===== src/rtl/hamming_pkg.sv =====
// Shared Hamming(21,16) definitions for the encode and decode stages.
package hamming_pkg;

    localparam int unsigned HAM_DATA_W = 16;
    localparam int unsigned HAM_CODE_W = 21;
    localparam int unsigned HAM_PAR_W  = 5;

    typedef logic [HAM_CODE_W-1:0] ham_code_t;

    // FIFO entry: codeword plus a flag recording an injected flip.
    typedef struct packed {
        logic      injected;
        ham_code_t code;
    } ham_entry_t;

    // Positions (bit p-1 for position p) whose index has bit k set, parity position included.
    localparam ham_code_t HAM_MASK_P1  = 21'h155555;
    localparam ham_code_t HAM_MASK_P2  = 21'h066666;
    localparam ham_code_t HAM_MASK_P4  = 21'h187878;
    localparam ham_code_t HAM_MASK_P8  = 21'h007F80;
    localparam ham_code_t HAM_MASK_P16 = 21'h1F8000;

    // Scatter data into non-power-of-two positions, then set each parity bit for even parity.
    function automatic ham_code_t ham_encode(input logic [HAM_DATA_W-1:0] data);
        ham_code_t code;
        code = {data[15:11], 1'b0, data[10:4], 1'b0, data[3:1], 1'b0, data[0], 2'b00};
        code[0]  = ^(code & HAM_MASK_P1);
        code[1]  = ^(code & HAM_MASK_P2);
        code[3]  = ^(code & HAM_MASK_P4);
        code[7]  = ^(code & HAM_MASK_P8);
        code[15] = ^(code & HAM_MASK_P16);
        return code;
    endfunction

    // Syndrome is the position of a single flipped bit, or zero for a clean codeword.
    function automatic logic [HAM_PAR_W-1:0] ham_syndrome(input ham_code_t code);
        return {^(code & HAM_MASK_P16), ^(code & HAM_MASK_P8), ^(code & HAM_MASK_P4),
                ^(code & HAM_MASK_P2), ^(code & HAM_MASK_P1)};
    endfunction

endpackage


===== src/rtl/hamming_encode_stream_if.sv =====
// Upstream word / injection inputs and downstream codeword outputs of the encoder.
interface hamming_encode_stream_if;
    import hamming_pkg::*;

    logic                  in_valid;
    logic                  in_ready;
    logic [HAM_DATA_W-1:0] in_data;
    logic                  inj_en;
    logic [4:0]            inj_pos;
    logic                  out_valid;
    logic                  out_ready;
    ham_code_t             out_data;
    logic                  out_injected;
    logic [15:0]           word_count;

    modport master (
        output in_valid, in_data, inj_en, inj_pos, out_ready,
        input  in_ready, out_valid, out_data, out_injected, word_count
    );

    modport slave (
        input  in_valid, in_data, inj_en, inj_pos, out_ready,
        output in_ready, out_valid, out_data, out_injected, word_count
    );

endinterface


===== src/rtl/ham_fifo.sv =====
// Synchronous valid/ready FIFO with a registered occupancy count; no write-to-read bypass.
module ham_fifo #(
    parameter int unsigned width = 22,
    parameter int unsigned depth = 2
) (
    input  logic             clk,
    input  logic             rstb,
    input  logic             wr_valid,
    output logic             wr_ready,
    input  logic [width-1:0] wr_data,
    output logic             rd_valid,
    input  logic             rd_ready,
    output logic [width-1:0] rd_data
);

    localparam int unsigned PtrW = (depth > 1) ? $clog2(depth) : 1;
    localparam int unsigned CntW = $clog2(depth + 1);
    localparam logic [PtrW-1:0] LastPtr  = PtrW'(depth - 1);
    localparam logic [CntW-1:0] DepthCnt = CntW'(depth);

    logic [width-1:0] mem_q [depth];
    logic [PtrW-1:0]  wr_ptr_q;
    logic [PtrW-1:0]  rd_ptr_q;
    logic [CntW-1:0]  count_q;
    logic             push;
    logic             pop;

    // Ready/valid come only from the registered count, so out_ready never reaches in_ready.
    always_comb begin
        wr_ready = (count_q < DepthCnt);
        rd_valid = (count_q != '0);
        push     = wr_valid && wr_ready;
        pop      = rd_valid && rd_ready;
        rd_data  = mem_q[rd_ptr_q];
    end

    // Entry storage; cleared on reset so an empty FIFO presents zeros.
    always_ff @(posedge clk) begin
        if (!rstb) begin
            for (int unsigned i = 0; i < depth; i++) begin
                mem_q[i] <= '0;
            end
        end else if (push) begin
            mem_q[wr_ptr_q] <= wr_data;
        end
    end

    // Pointers wrap modulo depth (depth need not be a power of two); count tracks occupancy.
    always_ff @(posedge clk) begin
        if (!rstb) begin
            wr_ptr_q <= '0;
            rd_ptr_q <= '0;
            count_q  <= '0;
        end else begin
            if (push) begin
                wr_ptr_q <= (wr_ptr_q == LastPtr) ? '0 : wr_ptr_q + 1'b1;
            end
            if (pop) begin
                rd_ptr_q <= (rd_ptr_q == LastPtr) ? '0 : rd_ptr_q + 1'b1;
            end
            case ({push, pop})
                2'b10:   count_q <= count_q + 1'b1;
                2'b01:   count_q <= count_q - 1'b1;
                default: count_q <= count_q;
            endcase
        end
    end

endmodule


===== src/rtl/hamming_encode_stream.sv =====
// Streaming Hamming(21,16) encoder with optional single-bit error injection and output FIFO.
module hamming_encode_stream
    import hamming_pkg::*;
#(
    parameter int unsigned data_width     = 16,
    parameter int unsigned encoding_width = 21,
    parameter int unsigned depth          = 2
) (
    input logic                    clk,
    input logic                    rstb,
    hamming_encode_stream_if.slave bus
);

    if (data_width != HAM_DATA_W || encoding_width != HAM_CODE_W) begin : g_bad_width
        $error("hamming_encode_stream: only data_width=16 / encoding_width=21 is supported");
    end
    if (depth < 2 || depth > 4) begin : g_bad_depth
        $error("hamming_encode_stream: depth must be in 2..4");
    end

    ham_code_t   inj_mask;
    logic        inj_hit;
    ham_entry_t  wr_entry;
    ham_entry_t  head;
    logic        fifo_wr_ready;
    logic        fifo_rd_valid;
    logic        push;
    logic [15:0] word_count_q;

    // Encode and optionally flip one position before the word enters the FIFO.
    always_comb begin
        inj_hit           = bus.inj_en && (bus.inj_pos >= 5'd1) && (bus.inj_pos <= 5'd21);
        inj_mask          = inj_hit ? (ham_code_t'(1) << (bus.inj_pos - 5'd1)) : '0;
        wr_entry.code     = ham_encode(bus.in_data) ^ inj_mask;
        wr_entry.injected = inj_hit;
        push              = bus.in_valid && fifo_wr_ready;
    end

    ham_fifo #(
        .width ($bits(ham_entry_t)),
        .depth (depth)
    ) u_fifo (
        .clk      (clk),
        .rstb     (rstb),
        .wr_valid (bus.in_valid),
        .wr_ready (fifo_wr_ready),
        .wr_data  (wr_entry),
        .rd_valid (fifo_rd_valid),
        .rd_ready (bus.out_ready),
        .rd_data  (head)
    );

    // Count of accepted words, wrapping at 16 bits.
    always_ff @(posedge clk) begin
        if (!rstb) begin
            word_count_q <= '0;
        end else if (push) begin
            word_count_q <= word_count_q + 16'd1;
        end
    end

    // Outputs come straight from registered FIFO/counter state.
    always_comb begin
        bus.in_ready     = fifo_wr_ready;
        bus.out_valid    = fifo_rd_valid;
        bus.out_data     = head.code;
        bus.out_injected = head.injected;
        bus.word_count   = word_count_q;
    end

endmodule


===== src/flat_wrapper.sv =====
// flat-port wrapper written by rule: the top's interface ports become plain ports
module hamming_encode_stream_flat import hamming_pkg::*;
#(
    parameter int unsigned data_width     = 16,
    parameter int unsigned encoding_width = 21,
    parameter int unsigned depth          = 2
)
  (clk, rstb, bus_in_valid, bus_in_data, bus_inj_en, bus_inj_pos, bus_out_ready, bus_in_ready, bus_out_valid, bus_out_data, bus_out_injected, bus_word_count);
  hamming_encode_stream_if bus_i ();
  input logic clk;
  input logic rstb;
  input wire logic [$bits(bus_i.in_valid)-1:0] bus_in_valid;
  input wire logic [$bits(bus_i.in_data)-1:0] bus_in_data;
  input wire logic [$bits(bus_i.inj_en)-1:0] bus_inj_en;
  input wire logic [$bits(bus_i.inj_pos)-1:0] bus_inj_pos;
  input wire logic [$bits(bus_i.out_ready)-1:0] bus_out_ready;
  output wire logic [$bits(bus_i.in_ready)-1:0] bus_in_ready;
  output wire logic [$bits(bus_i.out_valid)-1:0] bus_out_valid;
  output wire logic [$bits(bus_i.out_data)-1:0] bus_out_data;
  output wire logic [$bits(bus_i.out_injected)-1:0] bus_out_injected;
  output wire logic [$bits(bus_i.word_count)-1:0] bus_word_count;
  assign bus_i.in_valid = bus_in_valid;
  assign bus_i.in_data = bus_in_data;
  assign bus_i.inj_en = bus_inj_en;
  assign bus_i.inj_pos = bus_inj_pos;
  assign bus_i.out_ready = bus_out_ready;
  assign bus_in_ready = bus_i.in_ready;
  assign bus_out_valid = bus_i.out_valid;
  assign bus_out_data = bus_i.out_data;
  assign bus_out_injected = bus_i.out_injected;
  assign bus_word_count = bus_i.word_count;
  hamming_encode_stream #(.data_width(data_width), .encoding_width(encoding_width), .depth(depth)) u_core (.clk(clk), .rstb(rstb), .bus(bus_i));
endmodule

===== config.mk =====
export PLATFORM = sky130hd
export DESIGN_NAME = hamming_encode_stream_flat
export DESIGN_NICKNAME = d
export VERILOG_FILES = /design/src/rtl/hamming_pkg.sv /design/src/rtl/hamming_encode_stream_if.sv /design/src/rtl/ham_fifo.sv /design/src/rtl/hamming_encode_stream.sv /design/src/flat_wrapper.sv
export SDC_FILE = /design/constraint.sdc
export NUM_CORES = 1
export LEC_CHECK = 0
export ABC_AREA = 1
export BUFFER_PORTS_ARGS = -buffer_cell sky130_fd_sc_hd__buf_2
export CAP_MARGIN = 20
export CORE_MARGIN = 8
export CORE_UTILIZATION = 45
export DETAILED_ROUTE_END_ITERATION = 7
export PLACE_DENSITY = 0.66
export REMOVE_ABC_BUFFERS = 1
export SYNTH_ARGS = -nofsm -noshare
export SYNTH_HDL_FRONTEND = slang
export SYNTH_SLANG_ARGS = --single-unit
export TNS_END_PERCENT = 5

===== constraint.sdc =====
create_clock -name clk -period 2.2 [get_ports clk]
set_input_delay 0.33 -clock clk [delete_from_list [all_inputs] [get_ports clk]]
set_output_delay 0.33 -clock clk [all_outputs]
set_load 0.02 [all_outputs]

Word level (Yosys, flattened, before mapping)
Memories as Yosys holds them, arrays and structs flattened. A register that Yosys moved wholly into a read port is not among the register bits.
Cells that the tools add are included.
{ "word_totals": {"ramBits": 44, "in_bits": 26, "ff_bits": 20, "elab_cells": 43, "mem_count": 1, "output_inout_bits": 40} }
{ "mem_list": {"columns": ["name", "depth", "width", "read_ports", "rd_ports_with_merged_regs", "wr", "line", "rtl"], "rows": [
  ["u_core.u_fifo.mem_q", 2, 22, 1, 1, 2, "ham_fifo.sv:21", "logic [width-1:0] mem_q [depth];"]
]} }
{ "op_classes": {"n_lt_le_gt_ge": 3, "shifts": 1, "bitwise_logic": 1, "mux": 13, "reduce_logical": 12, "eq_ne": 2, "addsub": 6} }
{ "ops": {"columns": ["cell", "n"], "rows": [
  ["$reduce_xor 21->1", 5],
  ["$mux 22", 1],
  ["$reduce_or 22->1", 1],
  ["$mux 21", 1],
  ["$shl 1x5->21 const A", 1],
  ["$xor 21x21->21", 1],
  ["$add 16x1->16 const B", 1],
  ["$mux 1", 10],
  ["$ge 5x1->1 const B", 1],
  ["$le 5x5->1 const B", 1],
  ["$sub 5x1->5 const B", 1],
  ["$logic_and 1x1->1", 4],
  ["$pmux 2 s2", 1],
  ["$reduce_bool 2->1", 2],
  ["$add 1x1->1 const B", 2],
  ["$add 2x1->2 const B", 1],
  ["$eq 2x1->1 const B", 1],
  ["$eq 2x2->1 const B", 1],
  ["$lt 2x2->1 const B", 1],
  ["$sub 2x1->2 const B", 1]
]} }

Longest topological paths before layout
Gate-level depths: netlist (run 1).
{ "depth": {"ltp_word": 7, "depth_mapped": 12, "mapped_depth_nobuf": 12} }

Modules after synthesis
Synthesis (run 1) repeated with hierarchy kept, for this count alone.
{ "hier_totals": {"cells_unflattened": 519, "area_unflattened_um2": 4085.2} }
{ "modules_own_cells": {"columns": ["mod", "seq_area_each_um2", "area_per_inst_um2", "cells_each", "n_inst"], "rows": [
  ["ham_fifo", 1421.4, 2208.4, 175, 1],
  ["hamming_encode_stream", 320.3, 1876.8, 344, 1]
]} }

Worst setup path after synthesis (run 1)
Ideal clock, no wire load.
{ "synth_path": {"path_kind": "input port to flip-flop", "from": "in bus_in_valid", "to": "mem u_core.u_fifo.mem_q[0][0] (enable)", "t_required_ps": 1821, "setup_ps": 379, "cell_stages": 7, "path_buffers": 1, "setup_slack_ps": 263, "arrival_ps": 1558, "path_cell_list": "inv_1 > nor2_4 > inv_2 > nor2_1 > nand2_1 > clkbuf_1 > nand2_1"} }
{ "synth_rtl": {"columns": ["element", "line", "rtl"], "rows": [
  ["from (decl)", "flat_wrapper.sv:12", "input wire logic [$bits(bus_i.in_valid)-1:0] bus_in_valid;"],
  ["to (decl)", "ham_fifo.sv:21", null]
]} }

==> impl_results.md, run 1 <==
* Die Area at 0.0119 mm2
* # Post-CTS Setup Buffers at 0
* Hold Crit Start: bus_out_ready
* Max VDD drop at 296 uV
* First-pass GRT wire length at 15.5 mm
* Die extent in x at 109 um
* Syn_area_per_cell at 7.82 um2
* Synth Instances at 501
* Critical path launch point type: register
* Dpl cell area at 0.00432 mm2
* Final hold slack at 0.343 ns
* ANT cells at 0
* Core ar. at 0.00859 mm2
* Gpl congestion at 0.874
* Cell Area, Synth at 0.00392 mm2
* Flip-flop and latch count after synthesis at 65
* Routed WL at 9.48 mm
* Final worst setup slack at 0.356 ns
* Final ANT Viol Nets at 0
* Area Growth Syn to Fin at 15.7%
* PD cells at 763 mW/mm2
* Capture point of the worst reg-to-reg path: u_core.u_fifo.mem_q[0][9]
* Cells on worst reg2reg path at 6
* Routed len/inst at 13.9 um
* Final Setup Violations at 0
* Final HPWL DP at 7.17 mm
* Hold Crit Class: primary input to register
* Io pins at 66
* Antenna violations before repair at 0
* Synth Area in Adders at 0.639%
* Synth warn at 0
* XOR/XNOR Fraction of Synth Area at 4.92%
* Sequential area share after synthesis at 44.5%
* Max cap viols at 0
* Final Hold Viols at 0
* TritonCTS clock tree: yes
* Tmin final at 1.84 ns
* Critical path arrival at 1.51 ns
* Most common flop cell mapped by yosys: edfxtp_1
* Crit. End Element: output pin
* Fin nets at 597
* Hold buffer count at CTS at 0
* Initial core utilization at 45.6%
* Cts bufs inserted at 9
* Worst setup path end: bus_out_data[19]
* Vias in the first global route at 3338
* PostCTS Resize Cnt at 0
* TNS Setup at 0 ns
* Mux contribution to synthesized area at 6.33%
* EDFF count, synth at 44
* CTS Buffer Depth at 2
* Period utilization at 83.8%
* CP max FO at 22
* Via density at 5.05
* Largest net degree at the start of global routing at 24
* Pre-CTS setup slack at 0.313 ns
* Die Y at 109 um
* Most frequent cells in the layout: nand2_1 (127), nor2_1 (75), buf_2 (65), inv_1 (58), edfxtp_1 (44)
* Largest family of logic cells by synthesized area: simple AND/OR/NAND/NOR gates
* Maximum clock rate at 542 MHz
* DR vias at 3442
* Total gr overflow at 0
* DR DRC count at 0
* Simple-gate share of the synthesized area at 28.9%
* RSZ-0062 raised after global routing: false
* Initial drt markers at 292
* Rows at 34
* CTS root buffer: clkbuf_8
* Leak at 0.00210 uW
* Reg2reg start: u_core.u_fifo.count_q[1]
* Synth unique cells at 30
* CP Class: register to output pin
* Status: complete, no violations
* Most common cell after layout, fill and taps aside: nand2_1
* Critical Path RT at 1.87 ns
* Worst slew pin tran at 0.341 ns
* DRT Pass-1 Iters at 4
* CTS Sinks at 65
* Synth Area in Compound Gates at 6.13%
* Clock-pin slew on the worst setup and hold paths at 0.07 ns
* H-tree levels at 3
* Worst-Skew Late Latency at 0.34 ns
* Async SR Flop Fraction at 0%
* Worst Clk Skew at 0.00867 ns
* Relative slew margins at 77.2%
* Setup slack, reg-to-reg at 0.56 ns
* Finished Core Util at 52.7%
* Slew Limit Fails at 0
* Layout cells sized above 1 at 21.4%
* Tot GR Track Use at 16.5%
* Cell area after layout at 0.00453 mm2
* PortBufs at 65
-- stage by stage --
stage	power (uW)	instances
floorplan	2140	487
global placement	2430	666
detailed placement	2450	666
CTS	3500	682
global route	3630	682
finish	3460	682
-- worst min-delay path by stage --
stage | slack, ns | endpoint | cells after the start
after floorplan | 0.43 | register | 1
after global placement | 0.44 | register | 1
after detailed placement | 0.45 | register | 1
after CTS | 0.33 | register | 4
after global routing | 0.34 | register | 4
final | 0.34 | register | 4
-- critical path: stages, from the launching register on --
cell,delay (ns)
dfxtp_1,0.31
buf_4,0.30
mux2_2,0.39
buf_2,0.17
-- Yosys cell counts (4+ instances only) --
cell      number  share of area [%]
xor2_1        13                2.9
nor3_1         9                1.2
buf_2          4               0.51
nor2_1        75                7.2
nand4_1       10                1.6
xnor2_1        9                2.0
edfxtp_1      44                 34
clkbuf_1       4               0.38
nand3b_1       4               0.77
nand2_1      127                 12
dfxtp_1       21                 11
a21oi_1       25                3.2
inv_1         58                5.6
mux2_2        22                6.3
inv_2          5               0.48
nand3_1       32                4.1
o21ai_0       17                2.2
buf_6          4                1.2
-- final cells by class --
class,count,area [um2]
clock inverter,3,18.8
tap,108,135
sequential,65,1740
clock buffer,13,191
inverter,63,236
multi-input combinational,359,1840
timing repair buffer,71,370
fill,836,4060
-- power by group --
part / total [uW] / internal, uW / leakage (uW) / switching (uW)
Clock: 1050 / 577 / 0.000110 / 469
Sequential: 1490 / 1440 / 0.000631 / 46.1
Combinational: 924 / 330 / 0.00136 / 594
-- layer usage --
| metal | GRT usage [%] | routed length (um) | vias to the layer above |
|---|---|---|---|
| li1 | - | - | 1762 |
| met5 | 0 | 0 | - |
| met3 | 3.75 | 533 | 13 |
| met1 | 20.0 | 4230 | 1581 |
| met2 | 28.2 | 4570 | 86 |
| met4 | 5.98 | 147 | 0 |
-- state kept, by name (all words and copies together), names as in the netlist, named ones only --
signal,cells
u_core.u_fifo.count_q,2
u_core.u_fifo.rd_ptr_q,1
u_core.u_fifo.wr_ptr_q,1
u_core.bus.word_count,16
u_core.u_fifo.mem_q,44
-- cell families (layout without fill, tap and decap cells) --
logic type / Yosys count / after routing
adder cells (fa/ha/maj): 2 / 2
buffers and inverters: 77 / 150
AND/OR/NAND/NOR: 267 / 267
AO/OA/AOI/OAI: 46 / 46
flip-flops: 65 / 65
multiplexers: 22 / 22
XOR/XNOR: 22 / 22
Note: power is estimated with default switching activity, not from simulation.
==> inputs of run 2 (changes only) <==
==> constraint.sdc (replaced) <==
create_clock -name clk -period 1.7 [get_ports clk]
set_input_delay 0.255 -clock clk [delete_from_list [all_inputs] [get_ports clk]]
set_output_delay 0.255 -clock clk [all_outputs]
set_load 0.02 [all_outputs]
==> run 2 against run 1 <==
Die area unchanged; combinational power grew 39%; register-to-register slack worse by 0.40 ns; global-route usage fell by 0.070 points; sequential power is 30% higher; flip-flop and latch count unchanged; worst setup slack lost 0.30 ns; via count rose by 0.78%; critical path type unchanged; largest cell class unchanged; largest power group unchanged.
==> impl_results.md, run 2 (synthesized netlist as in run 1, its figures left out) <==
* Status: complete, no violations
* Via density at 5.05 (about the same)
* CTS Buffer Depth at 2 (unchanged)
* Cts bufs inserted at 9 (unchanged)
* Worst-Skew Late Latency at 0.34 ns (about the same)
* TritonCTS clock tree: yes
* Core ar. at 0.00859 mm2 (unchanged)
* Worst slew pin tran at 0.314 ns (-0.0270 ns)
* Die Y at 109 um (unchanged)
* Maximum clock rate at 607 MHz
* Routed len/inst at 13.9 um (+0.28%)
* RSZ-0062 raised after global routing: true
* DRT Pass-1 Iters at 5 (+1)
* CP Class: register to output pin
* PD cells at 988 mW/mm2 (+30%)
* Most common cell after layout, fill and taps aside: nand2_1
* ANT cells at 0 (unchanged)
* Die extent in x at 109 um (unchanged)
* CTS Sinks at 65 (unchanged)
* Antenna violations before repair at 0 (unchanged)
* Crit. End Element: output pin
* Critical path launch point type: register
* DR vias at 3469 (+0.78%)
* Final HPWL DP at 7.09 mm (-1.1%)
* Final ANT Viol Nets at 0 (unchanged)
* CTS root buffer: clkbuf_8
* Flip-flop count of the largest register after layout at 44 (unchanged)
* Area Growth Syn to Fin at 17.9%
* Final Setup Violations at 0 (unchanged)
* Initial drt markers at 184 (-37%)
* Relative slew margins at 78.9% (+1.7 points)
* Critical Path RT at 1.44 ns (-0.43 ns)
* Hold buffer count at CTS at 0 (unchanged)
* Cells on worst reg2reg path at 9 (+3)
* Most frequent cells in the layout: nand2_1 (127), nor2_1 (75), buf_2 (65), inv_1 (58), edfxtp_1 (44)
* TNS Setup at 0 ns (unchanged)
* CP max FO at 11 (-50%)
* DR DRC count at 0 (unchanged)
* Final Hold Viols at 0 (unchanged)
* Tot GR Track Use at 16.4% (-0.070 points)
* # Post-CTS Setup Buffers at 0 (unchanged)
* Io pins at 66 (unchanged)
* PortBufs at 65 (unchanged)
* First-pass GRT wire length at 15.4 mm (-0.31%)
* Max cap viols at 0 (unchanged)
* Rows at 34 (unchanged)
* Leak at 0.00213 uW (+1.5%)
* Critical path arrival at 1.39 ns (-0.12 ns)
* Hold Crit Class: primary input to register
* Hold Crit Start: bus_out_ready
* Gpl congestion at 0.905 (+3.6%)
* Max VDD drop at 383 uV (+29%)
* Layout cells sized above 1 at 21.9% (+0.51 points)
* Hold path depth at 4 (unchanged)
* Slew Limit Fails at 0 (unchanged)
* Filler cells at 820 (-1.9%)
* Reg2reg start: u_core.u_fifo.count_q[1]
* Largest net degree at the start of global routing at 23 (-4.2%)
* Routed WL at 9.57 mm (+1.0%)
* Largest register by flop count: u_core.u_fifo.mem_q
* PostCTS Resize Cnt at 0 (unchanged)
* Total gr overflow at 0 (unchanged)
* Initial core utilization at 45.6% (unchanged)
* Worst Clk Skew at 0.00980 ns (+0.00113 ns)
* Period utilization at 96.9%
* Vias in the first global route at 3332 (-0.18%)
* Die Area at 0.0119 mm2 (unchanged)
* Final hold slack at 0.265 ns (-0.0780 ns)
* Clock-pin slew on the worst setup and hold paths at 0.07 ns (about the same)
* Tmin final at 1.65 ns
* Fin nets at 602 (+0.84%)
* H-tree levels at 3 (unchanged)
==> run 2: area by class of cell <==
type / instances / area [um2] / share of cell area, %
sequential: 65 / 1750 / 37.8
timing repair buffer: 76 / 463 / 10.0
inverter: 63 / 236 / 5.12
clock buffer: 14 / 163 / 3.52
multi-input combinational: 359 / 1840 / 39.8
clock inverter: 2 / 37.5 / 0.813
tap: 108 / 135 / 2.93
==> run 2: worst paths after layout <==
kind / slack (ns) / end
min: 0.26 / register
max reg2reg: 0.16 / u_core.u_fifo.count_q[1]
min reg2reg: 0.45 / register
max: 0.05 / bus_out_data[10]
==> run 2: report_power, final <==
group	switching [uW]	total, uW	internal, uW
Sequential	69.6	1940	1870
Clock	587	1350	760
Combinational	786	1280	492
==> run 2: through the flow <==
stage	instances	power, uW	area (um2)	setup slack (ns)	util [%]
after floorplan	487	2770	3810	-0.311	-
after global placement	670	3190	4390	0.0658	51.1
after detailed placement	670	3220	4390	0.0661	51.1
after CTS	686	4560	4590	0.00427	53.4
after global routing	687	4790	4620	0.00186	53.7
final	687	4560	4620	0.0531	53.7
==> run 2: worst max-delay path, cell delays in order, from the launching register on <==
cell       delay (ns)
dfxtp_4          0.38
clkbuf_16        0.17
mux2_2           0.34
buf_2            0.16
==> run 2: routing by layer <==
layer | vias to the layer above | global-route usage, % | wire length (um)
li1 | 1782 | - | -
met1 | 1580 | 19.6 | 4220
met5 | - | 0 | 0
met3 | 17 | 3.69 | 604
met4 | 0 | 7.33 | 199
met2 | 90 | 27.8 | 4550
==> inputs of run 3 (changes only) <==
--- a/config.mk
+++ b/config.mk
@@ -5,14 +5,13 @@
 export SDC_FILE = /design/constraint.sdc
 export NUM_CORES = 1
 export LEC_CHECK = 0
-export ABC_AREA = 1
 export BUFFER_PORTS_ARGS = -buffer_cell sky130_fd_sc_hd__buf_2
 export CAP_MARGIN = 20
 export CORE_MARGIN = 8
 export CORE_UTILIZATION = 45
 export DETAILED_ROUTE_END_ITERATION = 7
-export PLACE_DENSITY = 0.66
-export REMOVE_ABC_BUFFERS = 1
+export GPL_TIMING_DRIVEN = 0
+export PLACE_DENSITY = 0.67
 export SYNTH_ARGS = -nofsm -noshare
 export SYNTH_HDL_FRONTEND = slang
 export SYNTH_SLANG_ARGS = --single-unit
==> run 3 against run 2 <==
The flow now finishes with violations (negative setup slack); design area shrank 8.9%; cell count fell by 28%; sequential power up 9%; first-iteration DRC count down 32%; clock power fell by 7%; maximum frequency down 4.4%; register-to-register slack got worse by 0.18 ns; non-clock buffer count grew 3; flip-flop and latch count unchanged; worst setup slack worse by 0.076 ns; highest routed layer unchanged; critical endpoint is now u_core.u_fifo.mem_q[0][5].
==> impl_results.md, run 3 <==
* Status: complete, but fails checks
* Die Area at 0.0107 mm2 (-10%)
* Synth top area cells: edfxtp_1 (38%), dfxtp_1 (12%), mux2_2 (7.8%)
* ANT cells at 0 (unchanged)
* Final Setup Violations at 24 (+24)
* Slew Limit Fails at 0 (unchanged)
* Final ANT Viol Nets at 0 (unchanged)
* Critical Path RT at 1.67 ns (+0.23 ns)
* Most frequent cell after synthesis: nor2_1
* Total gr overflow at 0 (unchanged)
* Die Y at 104 um (-5.3%)
* TritonCTS clock tree: yes
* H-tree levels at 3 (unchanged)
* Worst-Skew Late Latency at 0.34 ns (about the same)
* Buffers and inverters on the worst path at 2 (unchanged)
* Relative slew margins at 45.9% (-33 points)
* Seq. cell area at 0.00175 mm2 (+0.50%)
* DRT Pass-1 Iters at 5 (unchanged)
* Filler cells at 671 (-18%)
* Synth Instances at 313 (-38%)
* Slowest stage delay, CP at 0.63 ns (+0.25 ns)
* CP max FO at 22 (+11)
* Flip-flop count of the largest register after layout at 44 (unchanged)
* Multi-input gate area at 0.00167 mm2 (-9.2%)
* Most common flop cell mapped by yosys: edfxtp_1
* Finished Core Util at 55.6% (+1.9 points)
* Sequential area share after synthesis at 50.5% (+6.1 points)
* Synth Net Count at 341
* Worst slew pin tran at 0.808 ns (+0.494 ns)
* Largest family of logic cells by synthesized area: simple AND/OR/NAND/NOR gates
* Dpl cells at 480 (-28%)
* Final Hold Viols at 0 (unchanged)
* Yosys top cell by area: edfxtp_1
* Mux contribution to synthesized area at 8.13% (+1.8 points)
* Tmin final at 1.72 ns (+0.0758 ns)
* First-pass GRT wire length at 12.5 mm (-19%)
* Syn_area_per_cell at 11.0 um2 (+41%)
* Crit. End Element: register
* Vias in the first global route at 2625 (-21%)
* Most common cell after layout, fill and taps aside: nor2_1
* CP Class: register to register
* Leak at 0.00172 uW (-19%)
* Layout cells sized above 1 at 32.2% (+10 points)
* Simple-gate share of the synthesized area at 18.3% (-11 points)
* RSZ-0062 raised after global routing: true
* Final worst setup slack at -0.0227 ns (-0.0758 ns)
* Gpl congestion at 0.861 (-4.9%)
* Synth warn at 0 (unchanged)
* Synth Area in Compound Gates at 2.79% (-3.3 points)
* DR DRC count at 0 (unchanged)
* CTS Buffer Depth at 2 (unchanged)
* Io pins at 66 (unchanged)
* Initial drt markers at 125 (-32%)
* CTS root buffer: clkbuf_8
* Crit-path cells: nor2b_1 > clkbuf_4 > inv_2 > o21ai_4
* Routed len/inst at 15.3 um (+9.6%)
* PortBufs at 65 (unchanged)
* Flip-flop and latch count after synthesis at 65 (unchanged)
* Tot GR Track Use at 14.5% (-2.0 points)
* Maximum clock rate at 580 MHz (-4.4%)
* Area Growth Syn to Fin at 22.0%
* Antenna violations before repair at 0 (unchanged)
* EDFF count, synth at 44 (unchanged)
* Max VDD drop at 624 uV (+63%)
* Finished Layout Cells at 496 (-28%)
* Core ar. at 0.00757 mm2 (-12%)
* Failing checks: negative setup slack
* Routed WL at 7.57 mm (-21%)
* XOR/XNOR Fraction of Synth Area at 17.4% (+12 points)
* Via density at 5.11 (+1.3%)
* Period utilization at 101% (+4.5 points)
* Clock-pin slew on the worst setup and hold paths at 0.07 ns (about the same)
* Worst Clk Skew at 0.00683 ns (-0.00297 ns)
* Critical path launch point type: register
* DR vias at 2536 (-27%)
* Initial core utilization at 45.6% (about the same)
* PD cells at 1210 mW/mm2 (+23%)
* Fin nets at 417 (-31%)
* Synth unique cells at 38 (+27%)
* Synth Area in Adders at 0.726% (+0.087 points)
* Die extent in x at 104 um (-5.3%)
* Critical path arrival at 1.69 ns (+0.30 ns)
* Largest net degree at the start of global routing at 23 (unchanged)
* Most frequent cells in the layout: nor2_1 (67), buf_2 (66), edfxtp_1 (44), xnor2_1 (27), mux2_2 (24)
* Largest register by flop count: u_core.u_fifo.mem_q
* Worst path slowest cell: o21ai_4
* Crit-path leading delay family: compound AO/OA/AOI/OAI gates
* Final HPWL DP at 5.63 mm (-21%)
* Async SR Flop Fraction at 0% (unchanged)
* CTS Sinks at 65 (unchanged)
* Top post-synthesis cells by count: nor2_1 (67), edfxtp_1 (44), xnor2_1 (27), mux2_2 (24), dfxtp_1 (21)
* Max cap viols at 0 (unchanged)
* Cts bufs inserted at 9 (unchanged)
* # Post-CTS Setup Buffers at 0 (unchanged)
* Cell Area, Synth at 0.00345 mm2 (-12%)
* Rows at 32 (-5.9%)
* Hold Crit Class: primary input to register
* Yosys top cell area share at 38.3% (+4.6 points)
run 3: area by class of cell:
cell class              count  area share, %
flip-flops and latches     65           41.7
plain buffers              14           2.94
multi-input cells         229           39.6
clock buffers              12           3.96
clock inverters             4          0.535
inverters                   5          0.446
well taps                 102           3.03
repair buffers             65           7.73
run 3: through the flow:
step | cell area [um2] | total power (uW) | setup WS (ns) | TNS, ns | hold WS (ns)
CTS | 4160 | 5070 | -0.136 | -3.01 | 0.239
finish | 4210 | 5110 | -0.0227 | -0.431 | 0.254
global placement | 3920 | 3760 | -0.566 | -24.91 | 0.472
floorplan | 3460 | 3280 | -0.0493 | -1.14 | 0.373
detailed placement | 3920 | 3790 | -0.615 | -28.94 | 0.483
global route | 4210 | 5380 | -0.108 | -2.62 | 0.243
run 3: final timing paths:
path / startpoint / to / slack (ns) / cells after the start
worst max-delay path: u_core.u_fifo.count_q[1] / u_core.u_fifo.mem_q[0][5] / -0.02 / 4
worst min-delay path: rstb / u_core.bus.word_count[11] / 0.25 / 2
worst max register to register: u_core.u_fifo.count_q[1] / u_core.u_fifo.mem_q[0][5] / -0.02 / 4
worst min register to register: u_core.bus.word_count[15] / u_core.bus.word_count[15] / 0.49 / 2
run 3: worst register-to-register path, delay by kind of cell, from the launching register on:
family          cells  cell delay [ns]
compound gates      1             0.63
flops               1             0.35
simple gates        1             0.10
buf+inv             2             0.27
run 3: what timing repair did:
item	4_1_cts	5_1_grt
resized for setup	19	19
pin swaps	3	0
endpoints found under the setup margin	106	87
hold buffers	0	0
run 3: logic make-up after synthesis:
kind of cell	after synthesis
and+or+nand+nor	132
adders and majority gates	2
xor gates and xnor gates	54
DFF	65
buffers and inverters	19
muxes	25
AOI/OAI and AO/OA	16
run 3: report_power, final:
| part | internal, uW | total, uW | switching (uW) | leakage [uW] |
|---|---|---|---|---|
| clock | 655 | 1260 | 602 | 0.000102 |
| sequential | 1990 | 2110 | 122 | 0.000639 |
| combinational | 789 | 1740 | 953 | 0.000983 |
| total | 3430 | 5110 | 1680 | 0.00172 |
run 3: metal layers:
metal	up-vias	global-route usage [%]	share of wire, %
li1	1244	-	-
met1	1220	17.6	46
met2	61	23.1	48
met3	11	4.52	4.8
met4	0	6.19	1.4
met5	-	0	0
